### config.mk
export PLATFORM = sky130hd
export DESIGN_NAME = uart_tx_framer
export DESIGN_NICKNAME = d
export VERILOG_FILES = /design/src/rtl/uart_pkg.sv /design/src/rtl/uart_baud_tick.sv /design/src/rtl/uart_tx_framer.sv
export SDC_FILE = /design/constraint.sdc
export NUM_CORES = 1
export LEC_CHECK = 0
export CAP_MARGIN = 20
export CORE_MARGIN = 2
export CORE_UTILIZATION = 55
export CTS_CLUSTER_DIAMETER = 100
export CTS_CLUSTER_SIZE = 8
export DETAILED_ROUTE_END_ITERATION = 8
export GPL_TIMING_DRIVEN = 0
export PLACE_DENSITY = 0.79
export SYNTH_ARGS = -nofsm -noshare
export SYNTH_HDL_FRONTEND = slang
export SYNTH_SLANG_ARGS = --single-unit
export TNS_END_PERCENT = 10
### constraint.sdc
create_clock -name clk -period 3.16 [get_ports clk]
set_clock_uncertainty 0.1 [all_clocks]
set_input_delay 0.632 -clock clk [delete_from_list [all_inputs] [get_ports clk]]
set_output_delay 0.632 -clock clk [all_outputs]
set_load 0.03 [all_outputs]
### src/rtl/uart_pkg.sv
// Shared definitions for the UART transmit path: frame FSM states and
// the legal ranges of the framer's parameters.
package uart_pkg;

  typedef enum logic [2:0] {
    IDLE,
    START,
    DATA,
    PARITY,
    STOP
  } tx_state_e;

  localparam int DATA_W_MIN       = 5;
  localparam int DATA_W_MAX       = 9;
  localparam int CLKS_PER_BIT_MIN = 2;
  localparam int STOP_BITS_MIN    = 1;
  localparam int STOP_BITS_MAX    = 2;

endpackage

### src/rtl/uart_baud_tick.sv
// Bit timer: counts 0..CLKS_PER_BIT-1 and flags the last cycle of each
// serial bit period.
module uart_baud_tick
  import uart_pkg::*;
#(
  parameter int CLKS_PER_BIT = 868
) (
  input  logic clk,
  input  logic rst,
  input  logic clear,
  output logic tick
);

  localparam int CNT_W = $clog2(CLKS_PER_BIT);
  localparam logic [CNT_W-1:0] LAST_COUNT = CNT_W'(CLKS_PER_BIT - 1);

  if (CLKS_PER_BIT < CLKS_PER_BIT_MIN) begin : g_bad_clks_per_bit
    $error("uart_baud_tick: CLKS_PER_BIT must be >= 2");
  end

  logic [CNT_W-1:0] count;

  // Wrap at the bit boundary so the next bit starts counting from zero.
  always_ff @(posedge clk) begin
    if (rst || clear) begin
      count <= '0;
    end else if (count == LAST_COUNT) begin
      count <= '0;
    end else begin
      count <= count + CNT_W'(1);
    end
  end

  assign tick = (count == LAST_COUNT);

endmodule

### src/rtl/uart_tx_framer.sv
// UART transmit framer: start bit, DATA_W data bits LSB first, optional
// parity and one or two stop bits, with a valid/ready word interface.
module uart_tx_framer
  import uart_pkg::*;
#(
  parameter int DATA_W       = 8,
  parameter int CLKS_PER_BIT = 868,
  parameter int PARITY_EN    = 0,
  parameter int PARITY_ODD   = 0,
  parameter int STOP_BITS    = 1
) (
  input  logic              clk,
  input  logic              rst,
  input  logic              tx_valid,
  input  logic [DATA_W-1:0] tx_data,
  output logic              tx_ready,
  output logic              tx_serial,
  output logic              tx_busy,
  output logic              tx_done
);

  if (DATA_W < DATA_W_MIN || DATA_W > DATA_W_MAX) begin : g_bad_data_w
    $error("uart_tx_framer: DATA_W must be in 5..9");
  end
  if (CLKS_PER_BIT < CLKS_PER_BIT_MIN) begin : g_bad_clks_per_bit
    $error("uart_tx_framer: CLKS_PER_BIT must be >= 2");
  end
  if (PARITY_EN != 0 && PARITY_EN != 1) begin : g_bad_parity_en
    $error("uart_tx_framer: PARITY_EN must be 0 or 1");
  end
  if (PARITY_ODD != 0 && PARITY_ODD != 1) begin : g_bad_parity_odd
    $error("uart_tx_framer: PARITY_ODD must be 0 or 1");
  end
  if (STOP_BITS < STOP_BITS_MIN || STOP_BITS > STOP_BITS_MAX) begin : g_bad_stop_bits
    $error("uart_tx_framer: STOP_BITS must be 1 or 2");
  end

  localparam int IDX_W = $clog2(DATA_W);
  localparam logic [IDX_W-1:0] LAST_DATA_IDX = IDX_W'(DATA_W - 1);
  localparam logic [IDX_W-1:0] LAST_STOP_IDX = IDX_W'(STOP_BITS - 1);
  localparam logic             ODD_FLIP      = (PARITY_ODD != 0);
  localparam logic             HAS_PARITY    = (PARITY_EN != 0);

  tx_state_e         state, state_nxt;
  logic [DATA_W-1:0] shift_reg, shift_nxt;
  logic [IDX_W-1:0]  bit_idx, idx_nxt;
  logic              parity_bit, parity_nxt;
  logic              serial_nxt;
  logic              done_nxt;
  logic              timer_clear;
  logic              tick;

  uart_baud_tick #(
    .CLKS_PER_BIT (CLKS_PER_BIT)
  ) u_baud_tick (
    .clk   (clk),
    .rst   (rst),
    .clear (timer_clear),
    .tick  (tick)
  );

  // The timer is held clear while idle so every frame's start bit gets a
  // full CLKS_PER_BIT period. bit_idx doubles as the stop-bit counter.
  always_comb begin
    state_nxt   = state;
    shift_nxt   = shift_reg;
    idx_nxt     = bit_idx;
    parity_nxt  = parity_bit;
    done_nxt    = 1'b0;
    timer_clear = 1'b0;

    case (state)
      IDLE: begin
        timer_clear = 1'b1;
        if (tx_valid) begin
          shift_nxt  = tx_data;
          parity_nxt = (^tx_data) ^ ODD_FLIP;
          idx_nxt    = '0;
          state_nxt  = START;
        end
      end
      START: begin
        if (tick) begin
          idx_nxt   = '0;
          state_nxt = DATA;
        end
      end
      DATA: begin
        if (tick) begin
          shift_nxt = shift_reg >> 1;
          if (bit_idx == LAST_DATA_IDX) begin
            idx_nxt   = '0;
            state_nxt = HAS_PARITY ? PARITY : STOP;
          end else begin
            idx_nxt = bit_idx + IDX_W'(1);
          end
        end
      end
      PARITY: begin
        if (tick) begin
          idx_nxt   = '0;
          state_nxt = STOP;
        end
      end
      STOP: begin
        if (tick) begin
          if (bit_idx == LAST_STOP_IDX) begin
            idx_nxt   = '0;
            done_nxt  = 1'b1;
            state_nxt = IDLE;
          end else begin
            idx_nxt = bit_idx + IDX_W'(1);
          end
        end
      end
      default: begin
        state_nxt = IDLE;
      end
    endcase

    // The line is registered, so it is derived from where the FSM is going.
    case (state_nxt)
      START:   serial_nxt = 1'b0;
      DATA:    serial_nxt = shift_nxt[0];
      PARITY:  serial_nxt = parity_nxt;
      default: serial_nxt = 1'b1;
    endcase
  end

  always_ff @(posedge clk) begin
    if (rst) begin
      state      <= IDLE;
      shift_reg  <= '0;
      bit_idx    <= '0;
      parity_bit <= 1'b0;
      tx_serial  <= 1'b1;
      tx_done    <= 1'b0;
    end else begin
      state      <= state_nxt;
      shift_reg  <= shift_nxt;
      bit_idx    <= idx_nxt;
      parity_bit <= parity_nxt;
      tx_serial  <= serial_nxt;
      tx_done    <= done_nxt;
    end
  end

  assign tx_ready = (state == IDLE);
  assign tx_busy  = (state != IDLE);

endmodule

==> results of run 1 <==
[cell type report]
cell class	count	area [sq um]	share of cell area (%)
Buffer	5	18.8	1.23
Sequential cell	27	541	35.4
Clock inverter	1	7.51	0.491
Tap cell	28	35.0	2.29
Multi-Input combinational cell	110	752	49.2
Inverter	6	22.5	1.47
Timing Repair Buffer	13	130	8.51
Clock buffer	3	22.5	1.47
[kinds of logic (layout without fill, tap and decap cells)]
kind of cell               Yosys count  in the layout  share of synthesized area [%]
AOI/OAI and AO/OA                   28             28                           13.6
xor gates and xnor gates            15             15                           9.85
DFF                                 27             27                           40.5
and+or+nand+nor                     61             61                           27.7
adders and majority gates            4              4                           3.75
muxes                                2              2                           1.50
buffers and inverters               11             28                           3.10
[worst max-delay path by stage]
| stage | cells after the start | endpoint | slack, ns | from |
|---|---|---|---|---|
| 6_report | 4 | tx_busy | 0.47 | state[0]$_SDFF_PP0_ |
| 5_1_grt | 4 | tx_busy | 0.32 | state[0]$_SDFF_PP0_ |
| 4_1_cts | 4 | tx_busy | 0.46 | state[0]$_SDFF_PP0_ |
| 3_5_place_dp | 6 | shift_reg[1]$_SDFFE_PP0P_ | 0.66 | tx_valid |
| 3_3_place_gp | 6 | shift_reg[6]$_SDFFE_PP0P_ | 0.68 | tx_valid |
| 2_1_floorplan | 7 | u_baud_tick.count[2]$_SDFF_PP0_ | 1.04 | state[0]$_SDFF_PP0_ |
[synth_stat cells (all sizes together) (4+ instances only)]
| master | instances |
|---|---|
| a21oi | 12 |
| a22oi | 6 |
| clkbuf | 5 |
| dfxtp | 27 |
| ha | 4 |
| inv | 6 |
| nand2 | 16 |
| nand3 | 4 |
| nor2 | 20 |
| xnor2 | 12 |
[worst min-delay path: cells and delay by family (launching register included)]
kind / cells / cell delay [ns]
DFF: 1 / 0.34
and+or+nand+nor: 1 / 0.05
AOI/OAI and AO/OA: 1 / 0.05
[report_power, final]
group          switching [mW]  total [mW]  internal, mW
Combinational          0.0469      0.0898        0.0429
Clock                   0.109       0.157        0.0486
Sequential            0.00509       0.357         0.352
Total                   0.161       0.604         0.444
[layer usage]
layer	global-route usage (%)	share of wire, %	wire length, microns
met4	8.97	1.8	45
met2	37.0	51	1280
met3	2.54	3.0	75
met1	24.3	44	1090
met5	0	0	0
[placed cells by master, fill, tap and decap left out, types with 2 or more instances in the layout]
cell,count
xnor2_1,12
nand3_1,4
or3_2,2
ha_1,4
inv_1,6
a22oi_1,6
nand2_1,16
a31oi_1,2
clkbuf_4,3
nor3_1,2
nor2b_1,2
xor2_1,3
clkbuf_1,5
o21ai_0,3
a21oi_1,12
mux2i_1,2
dfxtp_1,27
nor3b_1,2
clkdlybuf4s50_1,13
nor2_1,20
==> out/qor.yml, run 1 <==
cp.arrival_ns: 1.96
fin_tns_setup_ns: 0
syn_avg_cell_area_sq_um: 9.01
r2r-end: "bit_idx[0]$_SDFFE_PP0P_"
finalSetupViolCount: 0
outcome: "complete, no violations"
rsz0062_at_grt: "false"
tightest_slew_ns: 0.563
ys.flop_type: "dfxtp_1"
rows: 17
holdPathStages: 2
min_to: "shift_reg[3]$_SDFFE_PP0P_"
cts_setup_buffers: 0
layout.nets: 181
numPortBuffers: 13
die_area_sq_um: 2840
insertion_delay_ns: 0.34
viasPerCell: 5.64
dp_worst_setup_slack_ns: 0.660
synthTopCellsByArea: "dfxtp_1, xnor2_1, nor2_1"
yosysWarnings: 0
utilization_pct: 67.8
netlist.top_cell.by_area: "dfxtp_1"
hpwlAfterDp_microns: 1850
routed_wl_microns: 2490
r2r-start: "u_baud_tick.count[0]$_SDFF_PP0_"
grt_overflow: 0
max_freq_mhz: 371
ant_nets: 0
tritoncts: "yes"
drc_errors: 0
clk_pin_slew_ns: 0.16
drt_iter0_markers: 13
grt_pass1_wl_microns: 4260
grt_pass1_vias: 1010
detail_route.wl_per_cell_microns: 12.9
ys_ff_latch: 27
slew-limit-headroom_pct: 62.2
ios: 15
worstSetupStartpointType: "flip-flop"
power_density_nw_per_um2: 395
fin_hold_ws_ns: 0.370
dp.cells: 189
min_path_type: "flip-flop to flip-flop"
path_delay_family: "buffers and inverters"
path_buf_inv: 2
crit_chain: "clkbuf_1 -> nor2_1 -> nand2_1 -> clkdlybuf4s50_1"
hold_start: "shift_reg[3]$_SDFFE_PP0P_"
cts-hold-fix-buffers: 0
grtUsageTotal_pct: 20.7
hold_violations: 0
layout-drive-gt1-share_pct: 7.27
cpPeakStageDelay_ns: 0.69
finalCritPeriodShare_pct: 85.3
slew_viol_final: 0
power_leakage_nw: 0.519
worst_ep_required_time_ns: 2.43
clock-sinks: 27
reg2reg_depth: 6
cts_max_level: 1
place_area_sq_um: 1500
root_buffer: "clkbuf_4"
synth_edf_count: 0
ctsResizeCount: 0
synthCells: 148
place_congestion: 0.865
cp_slowest_cell: "clkdlybuf4s50_1"
cp_max_fo: 10
start_util_pct: 59.2
fillers: 203
async_reset_ff_share_pct: 0
reg2reg_setup_slack_ns: 0.81
die_y_microns: 53.2
coreArea_sq_um: 2250
fin_ws_ns: 0.465
synth_nets: 163
vias: 1088
largest_register_ffs: 10
dr.pass1.iters: 4
max-vdd-ir-drop_uv: 339
p_total_uw: 604
maxCapViolations: 0
finalInstanceArea_sq_um: 1530
antenna_found_initial: 0
syn_area_sq_um: 1330
yosysTopAreaCellShare_pct: 40.5
crit_type: "flip-flop to output pin"
fin_cells: 193
ys_types: 36
cts-buffers-inserted: 3
critPathCaptureType: "output pin"
diodes: 0
min_period_ns: 2.69
area_growth_pct: 14.6
yosysSeqAreaShare_pct: 40.5
cts.path.max_buffers: 2
fp.dieW_microns: 53.2
grt_max_degree: 17
No activity file was read; power rests on OpenSTA's default activity.
==> run 2, diff against run 1 <==
--- a/config.mk
+++ b/config.mk
@@ -6,7 +6,7 @@
 export NUM_CORES = 1
 export LEC_CHECK = 0
 export CAP_MARGIN = 20
-export CORE_MARGIN = 2
+export CORE_MARGIN = 1
 export CORE_UTILIZATION = 55
 export CTS_CLUSTER_DIAMETER = 100
 export CTS_CLUSTER_SIZE = 8
==> run 2 against run 1 <==
Flip-flop and latch count stayed put. Via count is 2.4% lower. Global-route usage grew 1.8 points. Critical path depth did not move. Routed wire length rose by 1.0%. Die area fell by 7.4%. Combinational power rose by 0.8%. Clock-buffer cell count stayed put. Worst hold slack lost 0.0017 ns. Non-clock buffer count stayed put. Fmax shrank 0.10%. Register-to-register slack improved by 0.03 ns. Critical endpoint unchanged. Largest power group unchanged. Highest routed layer unchanged.
==> out/qor.yml, run 2 (synthesis results as in run 1) <==
ctsResizeCount: 0
ant_nets: 0
max-vdd-ir-drop_uv: 371
fin_ws_ns: 0.463
numPortBuffers: 13
slew-limit-headroom_pct: 61.3
cts.path.max_buffers: 2
dp_worst_setup_slack_ns: 0.646
min_period_ns: 2.70
place_congestion: 0.871
coreArea_sq_um: 2250
grt_max_degree: 16
drc_errors: 0
ios: 15
diodes: 0
cts_max_level: 1
rsz0062_at_grt: "false"
max_freq_mhz: 371
maxCapViolations: 0
hpwlAfterDp_microns: 1920
outcome: "complete, no violations"
drt_iter0_markers: 10
layout-drive-gt1-share_pct: 7.27
fin_cells: 193
utilization_pct: 67.7
fp.dieW_microns: 51.2
grt_pass1_wl_microns: 4420
tritoncts: "yes"
p_total_uw: 599
grt_pass1_vias: 1063
cts-hold-fix-buffers: 0
power_density_nw_per_um2: 392
detail_route.wl_per_cell_microns: 13.0
viasPerCell: 5.50
layout_commonest_cell: "dfxtp_1"
worstSetupStartpointType: "flip-flop"
die_area_sq_um: 2630
cts-buffers-inserted: 3
slew_viol_final: 0
grtUsageTotal_pct: 22.5
grt_overflow: 0
antenna_found_initial: 0
rows: 17
tightest_slew_ns: 0.576
finalSetupViolCount: 0
area_growth_pct: 14.4
clk_pin_slew_ns: 0.15
vias: 1062
cpPeakStageDelay_ns: 0.68
routed_wl_microns: 2520
cts_setup_buffers: 0
dp.cells: 189
insertion_delay_ns: 0.33
layout.nets: 181
dr.pass1.iters: 4
crit_type: "flip-flop to output pin"
largest_register_ffs: 10
power_leakage_nw: 0.522
die_y_microns: 51.2
root_buffer: "clkbuf_4"
final_cell_mix: "dfxtp_1, nor2_1, nand2_1"
fin_tns_setup_ns: 0
clock-sinks: 27
start_util_pct: 59.2
hold_violations: 0
cp.arrival_ns: 1.97
critPathCaptureType: "output pin"
finalCritPeriodShare_pct: 85.4
cp_slowest_cell: "clkdlybuf4s50_1"
crit_chain: "clkbuf_1 -> nor2_1 -> nand2_1 -> clkdlybuf4s50_1"
min_path_type: "flip-flop to flip-flop"
cp_max_fo: 10
worst_ep_required_time_ns: 2.43
==> run 2: power breakdown <==
part | switching [mW] | leakage, nW | internal [mW]
sequential | 0.00476 | 0.220 | 0.352
clock | 0.104 | 0.0177 | 0.0476
combinational | 0.0476 | 0.285 | 0.0430
==> run 2: critical path, delay by kind of cell, from the launching register on <==
family	cells	cell delay, ns
flops	1	0.34
simple gates	2	0.27
buf+inv	2	1.02
==> run 2: per-layer routing <==
layer	up-vias	wire length, microns	track usage [%]
met1	498	1120	25.4
met3	5	68	4.17
met2	15	1290	41.2
met4	0	39	9.01
met5	-	0	0
li1	544	-	-
==> run 2: per-stage QoR <==
step	hold slack (ns)	area, sq um
global placement	0.342	1500
global route	0.401	1530
floorplan	0.330	1330
CTS	0.369	1530
detailed placement	0.350	1500
finish	0.368	1530
==> run 2: cell type report <==
| cell class | count | area (sq um) |
|---|---|---|
| sequential | 27 | 541 |
| clock inverter | 1 | 5.00 |
| clock buffer | 3 | 22.5 |
| tap | 28 | 35.0 |
| inverter | 6 | 22.5 |
| timing repair buffer | 13 | 130 |
| multi-input combinational | 110 | 752 |
| fill | 197 | 728 |
| buffer | 5 | 18.8 |
==> run 2: path summary, 6_finish.rpt <==
kind | depth (start not counted) | slack, ns | from | to
setup / recovery | 4 | 0.46 | state[0]$_SDFF_PP0_ | tx_busy
hold reg to reg | 2 | 0.37 | shift_reg[3]$_SDFFE_PP0P_ | shift_reg[3]$_SDFFE_PP0P_
hold / removal | 2 | 0.37 | shift_reg[3]$_SDFFE_PP0P_ | shift_reg[3]$_SDFFE_PP0P_
setup reg to reg | 6 | 0.84 | u_baud_tick.count[0]$_SDFF_PP0_ | bit_idx[0]$_SDFFE_PP0P_
